===== config.mk =====
export PLATFORM = sky130hd
export DESIGN_NAME = sub86_boot_loader_flat
export DESIGN_NICKNAME = d
export VERILOG_FILES = /design/src/rtl/sub86_boot_loader_if.sv /design/src/rtl/sub86_boot_loader.sv /design/src/flat_wrapper.sv
export SDC_FILE = /design/constraint.sdc
export NUM_CORES = 1
export LEC_CHECK = 0
export CAP_MARGIN = 20
export CORE_MARGIN = 1
export CORE_UTILIZATION = 30
export DETAILED_ROUTE_END_ITERATION = 10
export MAX_ROUTING_LAYER = met4
export PLACE_DENSITY = 0.58
export SYNTH_ARGS = -nofsm -noshare
export SYNTH_HDL_FRONTEND = slang
export SYNTH_SLANG_ARGS = --single-unit

===== constraint.sdc =====
create_clock -name CLK -period 2.8 [get_ports CLK]
set_input_delay 0.42 -clock CLK [delete_from_list [all_inputs] [get_ports CLK]]
set_output_delay 0.42 -clock CLK [all_outputs]
set_load 0.02 [all_outputs]

===== src/rtl/sub86_boot_loader_if.sv =====
// Purpose : byte-stream input and IRAM-write / core-control outputs of the sub86 boot loader.
// Latency : pure signal bundle, no logic.
// Backpr. : RX_VALID/RX_READY handshake; a byte moves when both are high at a rising CLK.
// Signals : RX_DATA/RX_VALID/RX_READY  - incoming byte stream
//           IRAM_A/IRAM_D/IRAM_WEN     - instruction RAM write port (WEN active low)
//           CORE_RSTN/DONE/ERR         - core reset and load status
interface sub86_boot_loader_if #(
  parameter int ADDR_W = 16
) ();
  logic [7:0]        RX_DATA;
  logic              RX_VALID;
  logic              RX_READY;
  logic [ADDR_W-1:0] IRAM_A;
  logic [15:0]       IRAM_D;
  logic              IRAM_WEN;
  logic              CORE_RSTN;
  logic              DONE;
  logic              ERR;

  // The loader side.
  modport master (
    input  RX_DATA, RX_VALID,
    output RX_READY, IRAM_A, IRAM_D, IRAM_WEN, CORE_RSTN, DONE, ERR
  );

  // The byte source / RAM / core side.
  modport slave (
    output RX_DATA, RX_VALID,
    input  RX_READY, IRAM_A, IRAM_D, IRAM_WEN, CORE_RSTN, DONE, ERR
  );
endinterface


===== src/rtl/sub86_boot_loader.sv =====
// Purpose : loads a framed program image (0xA5, LEN_LO, LEN_HI, 2*N payload bytes, CHK) into
//           instruction RAM as 16-bit words and releases the core once the checksum is good.
// Latency : all outputs registered; the IRAM write of a word and the core release appear the
//           cycle after the completing byte is accepted.
// Backpr. : RX_READY is high in every state except RUN; one byte per cycle with no stalls.
// Ports   : CLK, RSTN (synchronous, active low); bus = sub86_boot_loader_if.master carrying
//           RX_DATA/RX_VALID/RX_READY, IRAM_A/IRAM_D/IRAM_WEN, CORE_RSTN/DONE/ERR.
// Option  : define SUB86_BOOT_RELOAD_EN to accept a new 0xA5 sync in RUN and reload the image.
module sub86_boot_loader #(
  parameter int ADDR_W    = 16,
  parameter int MAX_WORDS = 32768
) (
  input  logic                CLK,
  input  logic                RSTN,
  sub86_boot_loader_if.master bus
);

  typedef enum logic [2:0] {
    S_IDLE, S_LEN0, S_LEN1, S_HI, S_LO, S_CHK, S_RUN, S_ERR
  } state_t;

  localparam logic [7:0]  SYNC  = 8'hA5;
  localparam logic [16:0] MAX_N = 17'(MAX_WORDS);

`ifdef SUB86_BOOT_RELOAD_EN
  localparam bit RELOAD_EN = 1'b1;
`else
  localparam bit RELOAD_EN = 1'b0;
`endif

  state_t            state_q, state_d;
  logic [7:0]        len_lo_q, len_lo_d;
  logic [15:0]       n_q, n_d;
  logic [15:0]       k_q, k_d;
  logic [7:0]        sum_q, sum_d;
  logic [7:0]        hi_q, hi_d;
  logic              rx_ready_q, rx_ready_d;
  logic [ADDR_W-1:0] iram_a_q, iram_a_d;
  logic [15:0]       iram_d_q, iram_d_d;
  logic              iram_wen_q, iram_wen_d;
  logic              core_rstn_q, core_rstn_d;
  logic              done_q, done_d;
  logic              err_q, err_d;

  logic              acc;
  logic [7:0]        rx_byte;
  logic [16:0]       n_new;    // one extra bit so N > MAX_WORDS is a plain compare
  logic [7:0]        sum_new;

  assign acc     = bus.RX_VALID & rx_ready_q;
  assign rx_byte = bus.RX_DATA;
  assign n_new   = {1'b0, rx_byte, len_lo_q};
  assign sum_new = sum_q + rx_byte;

  always_comb begin
    state_d     = state_q;
    len_lo_d    = len_lo_q;
    n_d         = n_q;
    k_d         = k_q;
    sum_d       = sum_q;
    hi_d        = hi_q;
    iram_a_d    = iram_a_q;   // address/data hold their last value outside the write cycle
    iram_d_d    = iram_d_q;
    iram_wen_d  = 1'b1;
    core_rstn_d = core_rstn_q;
    done_d      = done_q;
    err_d       = err_q;

    if (acc) begin
      case (state_q)
        S_IDLE: begin
          if (rx_byte == SYNC) state_d = S_LEN0;
        end
        S_LEN0: begin
          len_lo_d = rx_byte;
          state_d  = S_LEN1;
        end
        S_LEN1: begin
          n_d   = n_new[15:0];
          k_d   = '0;
          sum_d = '0;           // cleared also for N == 0 so CHK alone must be 0x00
          if (n_new > MAX_N) begin
            state_d = S_ERR;
            err_d   = 1'b1;
          end else if (n_new == '0) begin
            state_d = S_CHK;
          end else begin
            state_d = S_HI;
          end
        end
        S_HI: begin
          hi_d    = rx_byte;
          sum_d   = sum_new;
          state_d = S_LO;
        end
        S_LO: begin
          sum_d      = sum_new;
          iram_wen_d = 1'b0;
          iram_a_d   = {k_q[ADDR_W-2:0], 1'b0};
          iram_d_d   = {hi_q, rx_byte};
          k_d        = k_q + 16'd1;
          state_d    = (k_q + 16'd1 == n_q) ? S_CHK : S_HI;
        end
        S_CHK: begin
          if (sum_new == 8'h00) begin
            state_d     = S_RUN;
            core_rstn_d = 1'b1;
            done_d      = 1'b1;
          end else begin
            state_d = S_ERR;
            err_d   = 1'b1;
          end
        end
        S_RUN: begin
          // Only reachable with the reload option; otherwise RX_READY is low here.
          if (RELOAD_EN && rx_byte == SYNC) begin
            state_d     = S_LEN0;
            core_rstn_d = 1'b0;
            done_d      = 1'b0;
          end
        end
        S_ERR: begin
          if (rx_byte == SYNC) begin
            state_d = S_LEN0;
            err_d   = 1'b0;
          end
        end
        default: state_d = S_IDLE;
      endcase
    end

    // Registered ready follows the state being entered.
    rx_ready_d = (state_d != S_RUN) || RELOAD_EN;
  end

  always_ff @(posedge CLK) begin
    if (!RSTN) begin
      state_q     <= S_IDLE;
      len_lo_q    <= '0;
      n_q         <= '0;
      k_q         <= '0;
      sum_q       <= '0;
      hi_q        <= '0;
      rx_ready_q  <= 1'b0;
      iram_a_q    <= '0;
      iram_d_q    <= '0;
      iram_wen_q  <= 1'b1;
      core_rstn_q <= 1'b0;
      done_q      <= 1'b0;
      err_q       <= 1'b0;
    end else begin
      state_q     <= state_d;
      len_lo_q    <= len_lo_d;
      n_q         <= n_d;
      k_q         <= k_d;
      sum_q       <= sum_d;
      hi_q        <= hi_d;
      rx_ready_q  <= rx_ready_d;
      iram_a_q    <= iram_a_d;
      iram_d_q    <= iram_d_d;
      iram_wen_q  <= iram_wen_d;
      core_rstn_q <= core_rstn_d;
      done_q      <= done_d;
      err_q       <= err_d;
    end
  end

  assign bus.RX_READY  = rx_ready_q;
  assign bus.IRAM_A    = iram_a_q;
  assign bus.IRAM_D    = iram_d_q;
  assign bus.IRAM_WEN  = iram_wen_q;
  assign bus.CORE_RSTN = core_rstn_q;
  assign bus.DONE      = done_q;
  assign bus.ERR       = err_q;

endmodule

===== src/flat_wrapper.sv =====
// flat-port wrapper written by rule: the top's interface ports become plain ports
module sub86_boot_loader_flat 
#(
  parameter int ADDR_W    = 16,
  parameter int MAX_WORDS = 32768
)
  (CLK, RSTN, bus_RX_DATA, bus_RX_VALID, bus_RX_READY, bus_IRAM_A, bus_IRAM_D, bus_IRAM_WEN, bus_CORE_RSTN, bus_DONE, bus_ERR);
  sub86_boot_loader_if #(.ADDR_W(ADDR_W)) bus_i ();
  input  logic CLK;
  input  logic RSTN;
  input wire logic [$bits(bus_i.RX_DATA)-1:0] bus_RX_DATA;
  input wire logic [$bits(bus_i.RX_VALID)-1:0] bus_RX_VALID;
  output wire logic [$bits(bus_i.RX_READY)-1:0] bus_RX_READY;
  output wire logic [$bits(bus_i.IRAM_A)-1:0] bus_IRAM_A;
  output wire logic [$bits(bus_i.IRAM_D)-1:0] bus_IRAM_D;
  output wire logic [$bits(bus_i.IRAM_WEN)-1:0] bus_IRAM_WEN;
  output wire logic [$bits(bus_i.CORE_RSTN)-1:0] bus_CORE_RSTN;
  output wire logic [$bits(bus_i.DONE)-1:0] bus_DONE;
  output wire logic [$bits(bus_i.ERR)-1:0] bus_ERR;
  assign bus_i.RX_DATA = bus_RX_DATA;
  assign bus_i.RX_VALID = bus_RX_VALID;
  assign bus_RX_READY = bus_i.RX_READY;
  assign bus_IRAM_A = bus_i.IRAM_A;
  assign bus_IRAM_D = bus_i.IRAM_D;
  assign bus_IRAM_WEN = bus_i.IRAM_WEN;
  assign bus_CORE_RSTN = bus_i.CORE_RSTN;
  assign bus_DONE = bus_i.DONE;
  assign bus_ERR = bus_i.ERR;
  sub86_boot_loader #(.ADDR_W(ADDR_W), .MAX_WORDS(MAX_WORDS)) u_core (.CLK(CLK), .RSTN(RSTN), .bus(bus_i));
endmodule

==> impl_metrics.yaml <==
synthesis:
  syn_area_mm2: 0.00487
  synth_mux_area_share_pct: 6.78
  syn_area_per_cell_um2: 8.63
  yosys_warnings: 0
  synthXorXnorAreaFrac_pct: 4.14
  synth_seq_cells: 94
  synth_edf_count: 0
  syn_nets: 584
  synth_top_family_by_area: "simple AND/OR/NAND/NOR gates"
  synth_fa_ha_area_share_pct: 2.47
  synthTopCellsByCount: "dfxtp_1, nand2_1, nor2b_1"
  synth_compound_area_share_pct: 17.2
  seq_area_frac_synth_pct: 38.7
  synth_flop_cell: "dfxtp_1"
  async_flop_share_pct: 0
  yosysMostFrequentCell: "dfxtp_1"
  synth_area_leaders: "dfxtp_1, nor2b_1, mux2i_1, nand2_1, a21boi_0"
  synthCells: 564
  synth_top_area_cell: "dfxtp_1"
  synth_top_area_share_pct: 38.7
  synth_cell_types: 63
  synth-simple-area-share_pct: 26.4
job:
  maxCapViolations: 0
sta:
  clock_skew_ps: 6.83
  fin_crit_sh_pct: 92.6
  finalSetupViolCount: 0
  relSlewSlack_pct: 59.4
  rsz0062_at_grt: "no"
  fmaxAchievable_ghz: 0.386
  layout_min_cycle_time_ps: 2590
  finalMaxSlewViolations: 0
  report.final.hold_viol_count: 0
  tightest_slew_ps: 606
  hold_ws_ps: 421
clock_tree:
  cts_tree: "built"
  holdBufCountCts: 0
  root_buffer: "clkbuf_16"
  cts_max_level: 3
  path_clk_slew_ps: 70
  clk_latency_ps: 350
  cts_made_buffers: 9
  clk_path_buf_depth: 2
  cts_sinks: 94
final_layout:
  antenna_cells: 0
  design_area_mm2: 0.00601
  syn_to_final_growth_pct: 23.5
  n_fill_cell: 1627
  drive_gt1_share_pct: 11.6
  nNetsFinal: 637
global_routing:
  grt_usage_pct: 16.2
  grt_pass1_vias: 3976
  grt_pass1_wl_mm: 20.4
  grt_max_degree: 39
  antenna_found_initial: 0
  overflow: 0
critical_path:
  crit_path_start_kind: "input pin"
  arrival_ps: 2840
  path_cells: "clkdlybuf4s50_1, inv_1, fa_1, xnor2_1, or4b_1, nor3_2, nand2_1, o31a_1, o211a_1"
  cpMaxStageDelayCell: "clkdlybuf4s50_1"
  path_max_fanout: 2
  slowest_delay_ps: 500
  required_ps: 3040
  crit_type: "input pin to flop"
  setup.worst_path.end_class: "flop"
route:
  first_pass_iters: 5
  wl_met2_mm: 5.64
  drtIter0Drc: 443
  top_layer_used: "met4"
  dr_wl_met3_um: 533
  wire_per_inst_um: 14.7
  vias: 4172
  wl_met1_mm: 5.93
  route.detailed.drc: 0
  viasPerCell: 4.98
  drt-total-wl_mm: 12.3
  ant_nets: 0
power_and_ir_drop:
  total_leakage_power_uw: 0.00213
  p_per_area_mw_per_mm2: 462
  peakVddDrop_v: 0.000297
floorplan:
  die_y_um: 129
  core_mm2: 0.0159
  io_pins: 48
  start_util_pct: 30.6
  die_area_mm2: 0.0167
  chipWidth_um: 129
  rows: 46
placed_design:
  io_buffers: 46
  hpwl_mm: 8.79
  dpl_cell_area_mm2: 0.00570
  place_congestion: 0.875
hold_path:
  min_path_type: "input pin to flop"
outcome:
  status: "completed"
==> stage by stage <==
step	worst slack (ps)	total power (µW)	utilization, %	instances	TNS [ps]
6_report	208	2780	37.8	838	0
5_1_grt	94.2	2900	37.8	838	0
4_1_cts	41.7	2810	37.8	838	0
3_5_place_dp	-386	1600	35.9	822	-1000
3_3_place_gp	-348	1600	35.9	822	-853
2_1_floorplan	375	1510	-	564	0
==> cells in the final DEF, fill, tap and decap left out, types with 10 or more instances in the layout <==
master           count
nand3_1             10
nand2_1             87
a21boi_0            33
dfxtp_1             94
o21ai_0             22
nor2_1              14
clkdlybuf4s50_1     44
mux2i_1             33
a21oi_1             26
nor2b_1             53
xnor2_1             17
buf_4               36
==> critical path, delay by kind of cell <==
kind | cells | cell delay (ps)
simple gates | 3 | 750
xor+xnor | 1 | 160
fa+ha+maj | 1 | 450
compound gates | 2 | 460
buf+inv | 2 | 590
==> layout make-up <==
cell class              count  area (µm²)  area share, %
repair buffers             82         728           12.1
well taps                 216         270           4.50
clock buffers              12         267           4.43
clock inverters             4        30.0          0.500
multi-input cells         421        2800           46.6
flip-flops and latches     94        1880           31.3
inverters                   9        33.8          0.562
==> worst paths after layout <==
| check | startpoint | end | slack (ps) | cells after the start |
|---|---|---|---|---|
| hold / removal | RSTN | u_core.bus.IRAM_WEN$_SDFF_PN1_ | 420 | 2 |
| setup reg to reg | u_core.k_q[4]$_SDFFE_PN0P_ | u_core.bus.RX_READY$_SDFF_PN0_ | 290 | 7 |
| hold reg to reg | u_core.bus.IRAM_A[6]$_SDFFE_PN0P_ | u_core.bus.IRAM_A[6]$_SDFFE_PN0P_ | 460 | 2 |
| setup / recovery | bus_RX_DATA[1] | u_core.bus.ERR$_SDFFE_PN0P_ | 210 | 9 |
==> logic make-up after synthesis <==
| group | count (synthesis) |
|---|---|
| fa+ha+maj | 9 |
| xor+xnor | 23 |
| compound gates | 124 |
| buf+inv | 49 |
| flops | 94 |
| mux | 33 |
| simple gates | 231 |
| other cells | 1 |
==> sequential cells by signal (all words and copies together), names as in the netlist <==
register,flops
u_core.bus.IRAM_D,16
u_core.k_q,16
u_core.n_q,16
u_core.bus.IRAM_A,15
u_core.hi_q,8
u_core.len_lo_q,8
u_core.sum_q,8
u_core.state_q,3
u_core.bus.CORE_RSTN,1
u_core.bus.ERR,1
u_core.bus.IRAM_WEN,1
u_core.bus.RX_READY,1
==> report_power, final <==
part	internal, µW	total [µW]	switching [µW]
Combinational	95.3	211	116
Clock	676	1200	528
Sequential	1350	1360	13.3
Total	2120	2780	657
==> metal layers <==
| metal | global-route usage [%] | up-vias |
|---|---|---|
| met2 | 25.0 | 104 |
| met4 | 4.84 | 0 |
| met3 | 3.72 | 18 |
| met1 | 20.9 | 1965 |
| li1 | - | 2085 |
| met5 | - | - |
==> timing repair <==
action | CTS | global route
setup endpoints to repair | 1 | 3
setup buffers | 0 | 0
resized for setup | 1 | 2
Power figures use the tool's default switching activity.
